--- config.mk ---
export PLATFORM = sky130hd
export DESIGN_NAME = cc_collision_manager
export DESIGN_NICKNAME = d
export VERILOG_FILES = /design/src/rtl/cc_collision_manager.sv
export SDC_FILE = /design/constraint.sdc
export NUM_CORES = 1
export LEC_CHECK = 0
export ABC_AREA = 1
export BUFFER_PORTS_ARGS = -buffer_cell sky130_fd_sc_hd__buf_2
export CAP_MARGIN = 20
export CORE_MARGIN = 1
export CORE_UTILIZATION = 49
export CTS_CLUSTER_SIZE = 16
export DETAILED_ROUTE_END_ITERATION = 10
export MAX_ROUTING_LAYER = met4
export PLACE_DENSITY = 0.79
export SLEW_MARGIN = 20
export SYNTH_ARGS = -nofsm -noshare
export SYNTH_HDL_FRONTEND = slang
export SYNTH_SLANG_ARGS = --single-unit
--- constraint.sdc ---
create_clock -name CC_COLLISION_MANAGER_CLOCK_50 -period 1.95 [get_ports CC_COLLISION_MANAGER_CLOCK_50]
set_clock_uncertainty 0.05 [all_clocks]
set_input_delay 0.0975 -clock CC_COLLISION_MANAGER_CLOCK_50 [delete_from_list [all_inputs] [get_ports CC_COLLISION_MANAGER_CLOCK_50]]
set_output_delay 0.0975 -clock CC_COLLISION_MANAGER_CLOCK_50 [all_outputs]
set_load 0.1 [all_outputs]
--- src/rtl/cc_collision_manager.sv ---
// Collision manager for a row-based racing game: merges player and enemy-car rows,
// detects overlaps, and tracks lives with a post-hit invulnerability window.
module cc_collision_manager #(
    parameter int DATAWIDTH   = 8,
    parameter int NCARS       = 2,
    parameter int LIVES       = 3,
    parameter int INVUL_TICKS = 4
) (
    input  logic                       CC_COLLISION_MANAGER_CLOCK_50,
    input  logic                       CC_COLLISION_MANAGER_RESET_InHigh,
    input  logic                       CC_COLLISION_MANAGER_Tick_In,
    input  logic                       CC_COLLISION_MANAGER_Restart_In,
    input  logic [DATAWIDTH-1:0]       CC_COLLISION_MANAGER_PlayerData_InBus,
    input  logic [NCARS*DATAWIDTH-1:0] CC_COLLISION_MANAGER_CarData_InBus,
    output logic [DATAWIDTH-1:0]       CC_COLLISION_MANAGER_Data_OutBus,
    output logic                       CC_COLLISION_MANAGER_Hit_Out,
    output logic [NCARS-1:0]           CC_COLLISION_MANAGER_CarHit_OutBus,
    output logic [1:0]                 CC_COLLISION_MANAGER_Lives_OutBus,
    output logic                       CC_COLLISION_MANAGER_Invulnerable_Out,
    output logic                       CC_COLLISION_MANAGER_GameOver_Out
);

    localparam int CNTW = $clog2(INVUL_TICKS + 1);

    typedef enum logic [1:0] {
        PLAY     = 2'd0,
        INVUL    = 2'd1,
        GAMEOVER = 2'd2
    } state_t;

    state_t                stateReg;
    logic [CNTW-1:0]       counterReg;
    logic [1:0]            livesReg;
    logic [DATAWIDTH-1:0]  dataReg;
    logic                  hitReg;
    logic [NCARS-1:0]      carHitReg;
    logic                  invulReg;
    logic                  gameOverReg;

    logic [NCARS-1:0]      overlap;
    logic [DATAWIDTH-1:0]  merged;
    logic                  collision;

    genvar gi;
    generate
        for (gi = 0; gi < NCARS; gi++) begin : gOverlap
            assign overlap[gi] = |(CC_COLLISION_MANAGER_PlayerData_InBus &
                                   CC_COLLISION_MANAGER_CarData_InBus[gi*DATAWIDTH +: DATAWIDTH]);
        end
    endgenerate

    assign collision = |overlap;

    always_comb begin
        merged = CC_COLLISION_MANAGER_PlayerData_InBus;
        for (int i = 0; i < NCARS; i++) begin
            merged = merged | CC_COLLISION_MANAGER_CarData_InBus[i*DATAWIDTH +: DATAWIDTH];
        end
    end

    always_ff @(posedge CC_COLLISION_MANAGER_CLOCK_50 or posedge CC_COLLISION_MANAGER_RESET_InHigh) begin
        if (CC_COLLISION_MANAGER_RESET_InHigh) begin
            stateReg    <= PLAY;
            counterReg  <= '0;
            livesReg    <= LIVES[1:0];
            dataReg     <= '0;
            hitReg      <= 1'b0;
            carHitReg   <= '0;
            invulReg    <= 1'b0;
            gameOverReg <= 1'b0;
        end else begin
            // Hit is a strobe: cleared every cycle unless a counted collision re-arms it
            hitReg <= 1'b0;
            if (CC_COLLISION_MANAGER_Restart_In) begin
                stateReg    <= PLAY;
                counterReg  <= '0;
                livesReg    <= LIVES[1:0];
                dataReg     <= '0;
                carHitReg   <= '0;
                invulReg    <= 1'b0;
                gameOverReg <= 1'b0;
            end else if (CC_COLLISION_MANAGER_Tick_In) begin
                case (stateReg)
                    PLAY: begin
                        dataReg <= merged;
                        if (collision) begin
                            hitReg    <= 1'b1;
                            carHitReg <= overlap;
                            if (livesReg > 2'd1) begin
                                livesReg   <= livesReg - 2'd1;
                                counterReg <= INVUL_TICKS[CNTW-1:0];
                                stateReg   <= INVUL;
                                invulReg   <= 1'b1;
                            end else begin
                                livesReg    <= 2'd0;
                                stateReg    <= GAMEOVER;
                                gameOverReg <= 1'b1;
                            end
                        end
                    end
                    INVUL: begin
                        dataReg    <= merged;
                        counterReg <= counterReg - CNTW'(1);
                        // <= 1 also recovers safely if the counter were ever zero here
                        if (counterReg <= CNTW'(1)) begin
                            counterReg <= '0;
                            stateReg   <= PLAY;
                            invulReg   <= 1'b0;
                        end
                    end
                    GAMEOVER: begin
                        livesReg <= 2'd0;
                    end
                    default: begin
                        stateReg    <= PLAY;
                        invulReg    <= 1'b0;
                        gameOverReg <= 1'b0;
                    end
                endcase
            end
        end
    end

    assign CC_COLLISION_MANAGER_Data_OutBus      = dataReg;
    assign CC_COLLISION_MANAGER_Hit_Out          = hitReg;
    assign CC_COLLISION_MANAGER_CarHit_OutBus    = carHitReg;
    assign CC_COLLISION_MANAGER_Lives_OutBus     = livesReg;
    assign CC_COLLISION_MANAGER_Invulnerable_Out = invulReg;
    assign CC_COLLISION_MANAGER_GameOver_Out     = gameOverReg;

endmodule

==> metrics.md, run 1 <==
| Metric | Value |
|---|---|
| Comb power frac | `61.0%` |
| Critical path peak fanout | `17` |
| Clk pin slew, worst setup/hold paths | `120 ps` |
| Max-slew violations | `0` |
| FP Rows | `17` |
| Synth top area share | `37.4%` |
| # DRC | `0` |
| Initial DRC count | `21` |
| Final instance area | `0.00148 mm^2` |
| Fin crit period | `1570 ps` |
| Vias per inst | `5.07` |
| GRT Total Usage | `22.8%` |
| Sequential Power Share | `between 20% and 30%` |
| Placed cell area | `~0.0014 mm^2` |
| Count of final hold-check violations | `0` |
| Commonest non-fill, non-tap cell in the layout | `nand2_1` |
| Pre-CTS WS | `slightly below 400 ps` |
| Io pins | `43` |
| Fin worst setup slack | `380 ps` |
| Mapped cell area | `roughly 0.0012 mm^2` |
| Avg Inst Size Synth | `about 7.7 um^2` |
| Commonest non-fill, non-tap cells in the layout | `54 x nand2_1, 42 x buf_2, 18 x dfrtp_1` |
| Clk buf depth | `2` |
| Clock Latency Late Sink | `300 ps` |
| Pwr Density | `1560 mW/mm^2` |
| FF+latch area | `503 um^2` |
| DPL Wire Length | `2.02 mm` |
| Main synth FF type | `dfrtp_1` |
| Startpoint Class | `flop` |
| Worst Max-Slew Pin Slew | `751 ps` |
| Ranking of synthesized cells by area | `dfrtp_1 37%, nand2_1 17%, ha_1 5.2%, o31ai_1 5.0%, o21ai_0 4.6%` |
| Count of state elements after synthesis | `20` |
| Worst min path class | `in -> reg` |
| Clock power frac | `about a tenth` |
| TritonCTS clock tree | `done` |
| Initial Utilization | `53.4%` |
| ANT cells | `0` |
| # setup viols final | `0` |
| CTS Hold Bufs | `1` |
| Synthesized Nets | `189` |
| Distinct cells, synth | `24` |
| Rel. slew slack | `49.9%` |
| Lkg Pwr | `0.805 nW` |
| Setup TNS | `0 ps` |
| Post-CTS Setup Inserts | `0` |
| Type of the worst setup path | `reg -> reg` |
| Synth Instances | `about 160` |
| Required @ worst endpoint | `2100 ps` |
| Post-DR wirelength/cell | `10.8 um` |
| Overall Power | `0.00231 W` |
| Clk root buf | `clkbuf_4` |
| Final net count | `234` |
| Detail Route Antenna Nets | `0` |
| Sw Share | `58.3%` |
| Die Y | `51.6 um` |
| Area of the multi-input gates | `626 um^2` |
| RR Startpoint | `stateReg[0]` |
| Hold Startpoint | `CC_COLLISION_MANAGER_Restart_In` |
| Yosys top cell by area | `dfrtp_1` |
| Initial antenna violation count | `0` |
| DIE WIDTH | `51.6 um` |
| Run status | `finished clean` |
| Synth Warn # | `0` |
| Seq/Total Area, Yosys | `41.7%` |
| EDFF count, synth | `0` |
| Cts bufs inserted | `3` |
| Via count | `about 1200` |
| Number of max-cap violations | `0` |
| Pin count of the biggest net entering global routing | `21` |
| Layout area overhead | `22.5%` |
| GRT overflow | `0` |
| CP Capture Type | `flop` |
| Final period util | `80.5%` |
| Post-CTS sizing | `0` |
| RSZ-0062 raised after global routing | `false` |
| Final Routed Wirelength | `around 2.5 mm` |
| Internal | `0.000964 W` |
| DRT Pass-1 Iters | `4` |
| Layout cells sized above 1 | `about 34%` |
| Ys async rst share | `100%` |
| Crit path from | `stateReg[0]` |
| Fill cells | `210` |
| Peak Freq | `637 MHz` |
| CTS H-tree lvls | `1` |
| Global-route wire length before repair | `4.35 mm` |
| GP Congestion | `0.925` |
| Fin Hold WS | `30.2 ps` |
| Die footprint | `0.00266 mm^2` |
| Worst EP arrival | `about 1700 ps` |
| NetSw | `0.00135 W` |
| CTS Sinks | `20` |
| Core area | `0.00225 mm^2` |
| PortBufs | `42` |
| Peak VDD IR | `1.14 mV` |
| Vias in the first global route | `1075` |
flip-flops by register name (all words and copies together) (netlist names):
register                               cells
CC_COLLISION_MANAGER_GameOver_Out          1
counterReg                                 3
CC_COLLISION_MANAGER_Data_OutBus           8
CC_COLLISION_MANAGER_Hit_Out               1
stateReg                                   2
CC_COLLISION_MANAGER_Lives_OutBus          2
CC_COLLISION_MANAGER_Invulnerable_Out      1
CC_COLLISION_MANAGER_CarHit_OutBus         2
critical path, cell delays in order, from the launching register on:
cell and delay [ps]:
dfrtp_1 410, inv_1 90, ha_1 210, nor2_1 70
nand2_1 70, nand2_2 170, nor2_2 180, nand2_4 100
nor2_2 100, a21oi_2 30
layout make-up:
cell class / count / share of cell area [%]
clock buffer: 4 / 2.46
timing repair buffer: 43 / 14.9
inverter: 15 / 3.81
multi-input combinational: 118 / 42.4
tap: 28 / 2.37
sequential: 20 / 34.1
metal layers:
metal	share of wire, %	track usage (%)
met2	53	40.9
met5	0	-
met3	3.2	2.92
met4	0.69	8.11
met1	43	25.9
synthesized netlist by cell type (3+ instances only):
library cell  count
o31ai_1           8
nor2_1            9
dfrtp_1          18
o21ai_0          11
nand2_1          54
nand3_1           6
inv_1            12
ha_1              5
nand2_2           3
nor2_2            7
final timing paths:
check                                                        end  slack, ps  cells past startpoint
max                                                counterReg[1]        380                      9
min                                 CC_COLLISION_MANAGER_Hit_Out         30                      2
max reg2reg                                        counterReg[1]        380                      9
min reg2reg                CC_COLLISION_MANAGER_Invulnerable_Out        440                      2
max in group asynchronous      CC_COLLISION_MANAGER_GameOver_Out        970                      3
min in group asynchronous    CC_COLLISION_MANAGER_Data_OutBus[0]        400                      3
power groups by stage:
stage	Clock (W)	Sequential (W)	Combinational, W
global placement	0	0.000660	0.00140
global route	0.000261	0.000678	0.00151
finish	0.000241	0.000659	0.00141
floorplan	0	0.00140	0.000451
detailed placement	0	0.000666	0.00142
CTS	0.000249	0.000661	0.00142
stage by stage:
stage / utilization [%] / instances
after floorplan: - / 156
after global placement: 63.4 / 223
after detailed placement: 63.4 / 223
after CTS: 65.5 / 228
after global routing: 65.5 / 228
final: 65.5 / 228
cells by family after synthesis:
family	count (synthesis)	synth area share, %
XOR/XNOR	1	0.727
adder cells (fa/ha/maj)	5	5.19
AND/OR/NAND/NOR	86	32.8
buffers and inverters	18	6.33
AO/OA/AOI/OAI	26	13.2
flip-flops	20	41.7
No activity file was read; power rests on OpenSTA's default activity.
==> run 2: changes to the inputs <==
--- a/config.mk
+++ b/config.mk
@@ -9,11 +9,11 @@
 export BUFFER_PORTS_ARGS = -buffer_cell sky130_fd_sc_hd__buf_2
 export CAP_MARGIN = 20
 export CORE_MARGIN = 1
-export CORE_UTILIZATION = 49
+export CORE_UTILIZATION = 44
 export CTS_CLUSTER_SIZE = 16
 export DETAILED_ROUTE_END_ITERATION = 10
 export MAX_ROUTING_LAYER = met4
-export PLACE_DENSITY = 0.79
+export PLACE_DENSITY = 0.75
 export SLEW_MARGIN = 20
 export SYNTH_ARGS = -nofsm -noshare
 export SYNTH_HDL_FRONTEND = slang
==> constraint.sdc (replaced) <==
create_clock -name CC_COLLISION_MANAGER_CLOCK_50 -period 1.3 [get_ports CC_COLLISION_MANAGER_CLOCK_50]
set_clock_uncertainty 0.05 [all_clocks]
set_input_delay 0.065 -clock CC_COLLISION_MANAGER_CLOCK_50 [delete_from_list [all_inputs] [get_ports CC_COLLISION_MANAGER_CLOCK_50]]
set_output_delay 0.065 -clock CC_COLLISION_MANAGER_CLOCK_50 [all_outputs]
set_load 0.1 [all_outputs]
==> run 2 against run 1 <==
Compared with the run above:
- the flow now finishes with violations (setup timing)
- global-route usage up 1.6 points
- count of clock-buffer cells in the layout unchanged
- clock power up 51%
- critical endpoint is now counterReg[0]
==> metrics.md, run 2 (synthesis gave the netlist of run 1 again) <==
| Metric | Value |
|---|---|
| Type of the worst setup path | `reg -> reg` |
| Count of final hold-check violations | `0` |
| Fin worst setup slack | `-126 ps` |
| Commonest non-fill, non-tap cell in the layout | `nand2_1` |
| # setup viols final | `17` |
| DRT Pass-1 Iters | `4` |
| Sw Share | `56.0%` |
| RSZ-0062 raised after global routing | `true` |
| TritonCTS clock tree | `done` |
| Run status | `finished, violations left` |
| Fill cells | `219` |
| Global-route wire length before repair | `4.90 mm` |
| Via count | `1261` |
| Cts bufs inserted | `3` |
| Initial DRC count | `14` |
| Max FFs per register | `8` |
| NetSw | `roughly 0.0022 W` |
| Vias in the first global route | `around 1200` |
| CTS H-tree lvls | `1` |
| PortBufs | `42` |
| Die footprint | `0.00295 mm^2` |
| FP Rows | `18` |
| Max-slew violations | `0` |
| Crit Reg-Reg Endpoint | `counterReg[0]` |
| Area of the multi-input gates | `674 um^2` |
| Clock Latency Late Sink | `around 310 ps` |
| Clk pin slew, worst setup/hold paths | `110 ps` |
| Layout area overhead | `37.6%` |
| Lkg Pwr | `0.876 nW` |
| Clock power frac | `under 10%` |
| Commonest non-fill, non-tap cells in the layout | `52 x nand2_1, 40 x buf_2, 18 x dfrtp_1` |
| Hold Crit Endpoint | `CC_COLLISION_MANAGER_Data_OutBus[1]` |
| Hold Path Stages | `3` |
| FF+latch area | `507 um^2` |
| Critical path peak fanout | `6` |
| Internal | `0.00171 W` |
| CP Capture Type | `flop` |
| R2r setup slk | `-130 ps` |
| Startpoint Class | `flop` |
| Clk root buf | `clkbuf_4` |
| Initial Utilization | `47.8%` |
| Worst EP arrival | `1580 ps` |
| Final net count | `245` |
| Pwr Density | `approximately 2300 mW/mm^2` |
| ANT cells | `0` |
| Core area | `0.00252 mm^2` |
| Fin Hold WS | `9.39 ps` |
| Final Routed Wirelength | `~3.0 mm` |
| Failing checks | `setup timing` |
| Pin count of the biggest net entering global routing | `17` |
| Worst min path class | `in -> reg` |
| Final Util | `65.7%` |
| DIE WIDTH | `~54 um` |
| Comb power frac | `between 60% and 70%` |
| Fin crit period | `1430 ps` |
| Final period util | `110%` |
| Peak VDD IR | `between 2 and 2.5 mV` |
| Worst Max-Slew Pin Slew | `485 ps` |
| Overall Power | `0.00387 W` |
| Rel. slew slack | `67.9%` |
| Layout cells sized above 1 | `42.7%` |
| Die Y | `54.3 um` |
| FF-to-FF path depth | `9` |
| GP Congestion | `0.893` |
| Hold Startpoint | `CC_COLLISION_MANAGER_CarData_InBus[9]` |
| CTS Sinks | `20` |
| Detail Route Antenna Nets | `0` |
| Initial antenna violation count | `0` |
| Required @ worst endpoint | `1450 ps` |
| DPL Wire Length | `2.26 mm` |
| Sequential Power Share | `26.7%` |
| GRT Total Usage | `24.3%` |
| Vias per inst | `5.23` |
| Clk buf depth | `2` |
| GRT overflow | `0` |
| # DRC | `0` |
| Number of max-cap violations | `0` |
| RR Startpoint | `stateReg[0]` |
| Peak Freq | `around 700 MHz` |
| Post-DR wirelength/cell | `approximately 12 um` |
| Io pins | `between 40 and 50` |
==> run 2: cell types whose count changed in the layout (fill, tap and decap cells not counted), sizes merged <==
| cell | previous run | this run |
|---|---|---|
| buf | 42 | 51 |
| dlygate4sd3 | 1 | 3 |
==> run 2: area by class of cell <==
| type | instances | share of cell area [%] |
|---|---|---|
| flip-flops and latches | 20 | 30.6 |
| well taps | 30 | 2.26 |
| clock buffers | 4 | 2.19 |
| multi-input cells | 118 | 40.7 |
| inverters | 15 | 3.47 |
| repair buffers | 54 | 20.8 |
==> run 2: critical path, stage by stage (launching register included) <==
cell	delay (ps)
dfrtp_1	430
inv_2	90
ha_4	170
nor2_2	50
nand2_1	70
nand2_2	90
nor2_4	140
nand2_4	90
nand2_1	80
o21ai_1	60
==> run 2: repair_timing <==
item,CTS,global route
pin swaps,3,2
hold buffers,3,0
resized for setup,18,3
hold endpoints to repair,10,0
buffers inserted,0,1
endpoints found under the setup margin,19,21
==> run 2: worst max-delay path by stage <==
stage	endpoint	start	slack (ps)	cells past startpoint
floorplan	counterReg[1]	CC_COLLISION_MANAGER_Lives_OutBus[1]	-80	5
global placement	counterReg[2]	stateReg[0]	-100	9
detailed placement	counterReg[0]	stateReg[0]	-150	9
CTS	counterReg[0]	stateReg[1]	-90	9
global route	stateReg[1]	stateReg[1]	-200	10
finish	counterReg[0]	stateReg[0]	-130	9
==> run 2: stage by stage <==
| step | setup WS (ps) | TNS (ps) | instance area (um^2) | instances |
|---|---|---|---|---|
| after global placement | -99.8 | -1190 | 1530 | 233 |
| after CTS | -86.4 | -849 | 1640 | 240 |
| after detailed placement | -146 | -2000 | 1530 | 233 |
| after floorplan | -77.7 | -527 | 1210 | 156 |
| after global routing | -201 | -2850 | 1660 | 241 |
| final | -126 | -1220 | 1660 | 241 |
==> run 2: per-layer routing <==
metal  GRT usage [%]  wire length, um
met1            24.9             1200
met2            43.1             1550
met3            3.33              123
met4            15.8              122
met5               -                0
==> run 2: power groups by stage <==
stage	sequential [W]	clock, W	combinational [W]
floorplan	0.00211	0	0.000680
global placement	0.00102	0	0.00228
detailed placement	0.00103	0	0.00232
CTS	0.00103	0.000378	0.00245
global route	0.00106	0.000399	0.00262
finish	0.00103	0.000364	0.00248
==> run 3: changes to the inputs <==
--- a/config.mk
+++ b/config.mk
@@ -13,8 +13,9 @@
 export CTS_CLUSTER_SIZE = 16
 export DETAILED_ROUTE_END_ITERATION = 10
 export MAX_ROUTING_LAYER = met4
-export PLACE_DENSITY = 0.75
+export PLACE_DENSITY = 0.74
 export SLEW_MARGIN = 20
 export SYNTH_ARGS = -nofsm -noshare
 export SYNTH_HDL_FRONTEND = slang
 export SYNTH_SLANG_ARGS = --single-unit
+export TNS_END_PERCENT = 100
==> run 3 against run 2 <==
Compared with the run above:
- the flow finishes with violations (hold timing, setup timing)
- register-to-register slack gained 20 ps
- first-iteration DRC count grew 36%
- cell count grew 2.1%
- die area is the same
- critical path type unchanged
- critical endpoint is now counterReg[2]
- highest routed layer unchanged
==> metrics.md, run 3 (synthesis gave the netlist of run 1 again) <==
| Metric | Value |
|---|---|
| R2r setup slk | `-110 ps` |
| PortBufs | `42` |
| Io pins | `43` |
| Initial Utilization | `a little under half` |
| Commonest non-fill, non-tap cells in the layout | `43 x nand2_1, 40 x buf_2, 16 x dfrtp_1` |
| Crit path cell chain | `inv_2 -> ha_4 -> nor2_4 -> nand2_2 -> nand2_4 -> nor2_4 -> nand2_4 -> nor2_2 -> a21oi_2` |
| Sequential Power Share | `25.1%` |
| Worst EP arrival | `1570 ps` |
| Run status | `finished, violations left` |
| FP Rows | `18` |
| Final std cells w/o fill | `246` |
| Crit-path max cell delay | `460 ps` |
| Internal | `0.00186 W` |
| Failing checks | `hold timing, setup timing` |
| GP Congestion | `just over 0.9` |
| Core area | `0.00252 mm^2` |
| Clock power frac | `8.7%` |
| Pwr Density | `2340 mW/mm^2` |
| Required @ worst endpoint | `1460 ps` |
| GRT overflow | `0` |
| Die Y | `~54 um` |
| Final period util | `108%` |
| Vias per inst | `5.22` |
| ANT cells | `0` |
| Max-slew violations | `0` |
| Die footprint | `~0.0030 mm^2` |
| Peak Freq | `709 MHz` |
| CTS Sinks | `20` |
| Sw Share | `56.1%` |
| Clk pin slew, worst setup/hold paths | `120 ps` |
| End of the critical path | `counterReg[2]` |
| Clk buf depth | `2` |
| Rel. slew slack | `67.6%` |
| Final net count | `250` |
| Worst Max-Slew Pin Slew | `489 ps` |
| Count of final hold-check violations | `3` |
| Initial DRC count | `19` |
| Startpoint Class | `flop` |
| Placed cell area | `0.00154 mm^2` |
| # setup viols final | `19` |
| NetSw | `0.00237 W` |
| # DRC | `0` |
| Final instance area | `0.00180 mm^2` |
| Slowest CP cell | `dfrtp_2` |
| CTS H-tree lvls | `1` |
| Cts bufs inserted | `3` |
| DRT Pass-1 Iters | `4` |
| Clk root buf | `clkbuf_4` |
| Cells after DPL | `around 230` |
| GRT Total Usage | `25.1%` |
| Initial antenna violation count | `0` |
| Fin Hold WS | `-16.0 ps` |
| DPL Wire Length | `2.27 mm` |
| Type of the worst setup path | `reg -> reg` |
| Worst min path class | `in -> reg` |
| Layout area overhead | `49.7%` |
| Clock Latency Late Sink | `~310 ps` |
| Commonest non-fill, non-tap cell in the layout | `nand2_1` |
| Vias in the first global route | `1222` |
| Lkg Pwr | `approximately 0.9 nW` |
| CP Capture Type | `flop` |
| Crit Reg-Reg Endpoint | `counterReg[2]` |
| DIE WIDTH | `54.3 um` |
| Post-DR wirelength/cell | `between 10 and 15 um` |
| RR Startpoint | `stateReg[0]` |
| Global-route wire length before repair | `5.14 mm` |
| Layout cells sized above 1 | `55.1%` |
| Via count | `1283` |
| Peak VDD IR | `1.71 mV` |
| Crit path from | `stateReg[0]` |
| Max FFs per register | `8` |
| Fin worst setup slack | `-110 ps` |
| Final Util | `between 70 and 80%` |
| Pin count of the biggest net entering global routing | `21` |
| Fin crit period | `~1400 ps` |
| Comb power frac | `66.1%` |
| FF-to-FF path depth | `9` |
| Number of max-cap violations | `0` |
| TritonCTS clock tree | `done` |
| Critical path peak fanout | `6` |
| Detail Route Antenna Nets | `0` |
| RSZ-0062 raised after global routing | `true` |
| Final Routed Wirelength | `3.28 mm` |
## run 3: changes by cell type in the layout (fill, tap and decap cells not counted), moves of 2 or more
| cell | change |
|---|---|
| dfrtp_2 | +2 |
| o21ai_0 | -8 |
| ha_2 | -2 |
| buf_4 | +4 |
| dfrtp_1 | -2 |
| inv_1 | -3 |
| o21ai_2 | +5 |
| inv_2 | +2 |
| nand2_1 | -9 |
| nand2_2 | +8 |
| ha_4 | +3 |
| o21ai_1 | +2 |
| nor2_1 | -2 |
| buf_6 | +2 |
## run 3: cell type report
cell class | count | area (um^2)
Sequential cell | 20 | 509
Inverter | 15 | 60.1
Clock buffer | 4 | 36.3
Multi-Input combinational cell | 118 | 778
Tap cell | 30 | 37.5
Fill cell | 207 | 718
Timing Repair Buffer | 59 | 383
## run 3: worst min-delay path by stage
| stage | start | endpoint | slack [ps] | depth (start not counted) |
|---|---|---|---|---|
| 5_1_grt | CC_COLLISION_MANAGER_CarData_InBus[0] | CC_COLLISION_MANAGER_Data_OutBus[0] | 7 | 3 |
| 6_report | CC_COLLISION_MANAGER_CarData_InBus[11] | CC_COLLISION_MANAGER_Data_OutBus[3] | -20 | 3 |
| 3_3_place_gp | CC_COLLISION_MANAGER_RESET_InHigh | CC_COLLISION_MANAGER_Data_OutBus[1] | 50 | 3 |
| 4_1_cts | CC_COLLISION_MANAGER_CarData_InBus[14] | CC_COLLISION_MANAGER_Data_OutBus[6] | 8 | 3 |
| 2_1_floorplan | CC_COLLISION_MANAGER_RESET_InHigh | CC_COLLISION_MANAGER_CarHit_OutBus[0] | -20 | 1 |
| 3_5_place_dp | CC_COLLISION_MANAGER_RESET_InHigh | counterReg[0] | 60 | 3 |
## run 3: worst max-delay path, delay by kind of cell (launching register included)
kind | cells | cell delay (ps)
buf+inv | 1 | 80
flops | 1 | 460
simple gates | 6 | 510
fa+ha+maj | 1 | 170
compound gates | 1 | 40
## run 3: power groups by stage
stage	Clock, W	Combinational (W)	Sequential (W)
global placement	0	0.00229	0.00102
floorplan	0	0.000680	0.00211
finish	0.000369	0.00279	0.00106
global route	0.000404	0.00296	0.00109
CTS	0.000378	0.00255	0.00103
detailed placement	0	0.00234	0.00103
## run 3: per-stage QoR
stage	worst slack, ps	TNS [ps]	power (W)
after global placement	-75.9	-723	0.00331
final	-110	-878	0.00422
after global routing	-177	-2380	0.00445
after detailed placement	-150	-1770	0.00337
after CTS	-100	-1290	0.00396
after floorplan	-77.7	-527	0.00279
## run 3: what timing repair did
| action | 4_1_cts | 5_1_grt |
|---|---|---|
| pin swaps | 13 | 9 |
| gates resized for setup | 23 | 38 |
| gates cloned | 1 | 0 |
| buffers inserted | 3 | 1 |
| endpoints found under the hold margin | 20 | 2 |
| endpoints found under the setup margin | 19 | 21 |
| hold buffers | 1 | 2 |
## run 3: routing by layer
layer	routed length, um	track usage (%)
met5	0	-
met4	58	8.97
met3	145	3.06
met2	1760	46.1
met1	1310	27.5
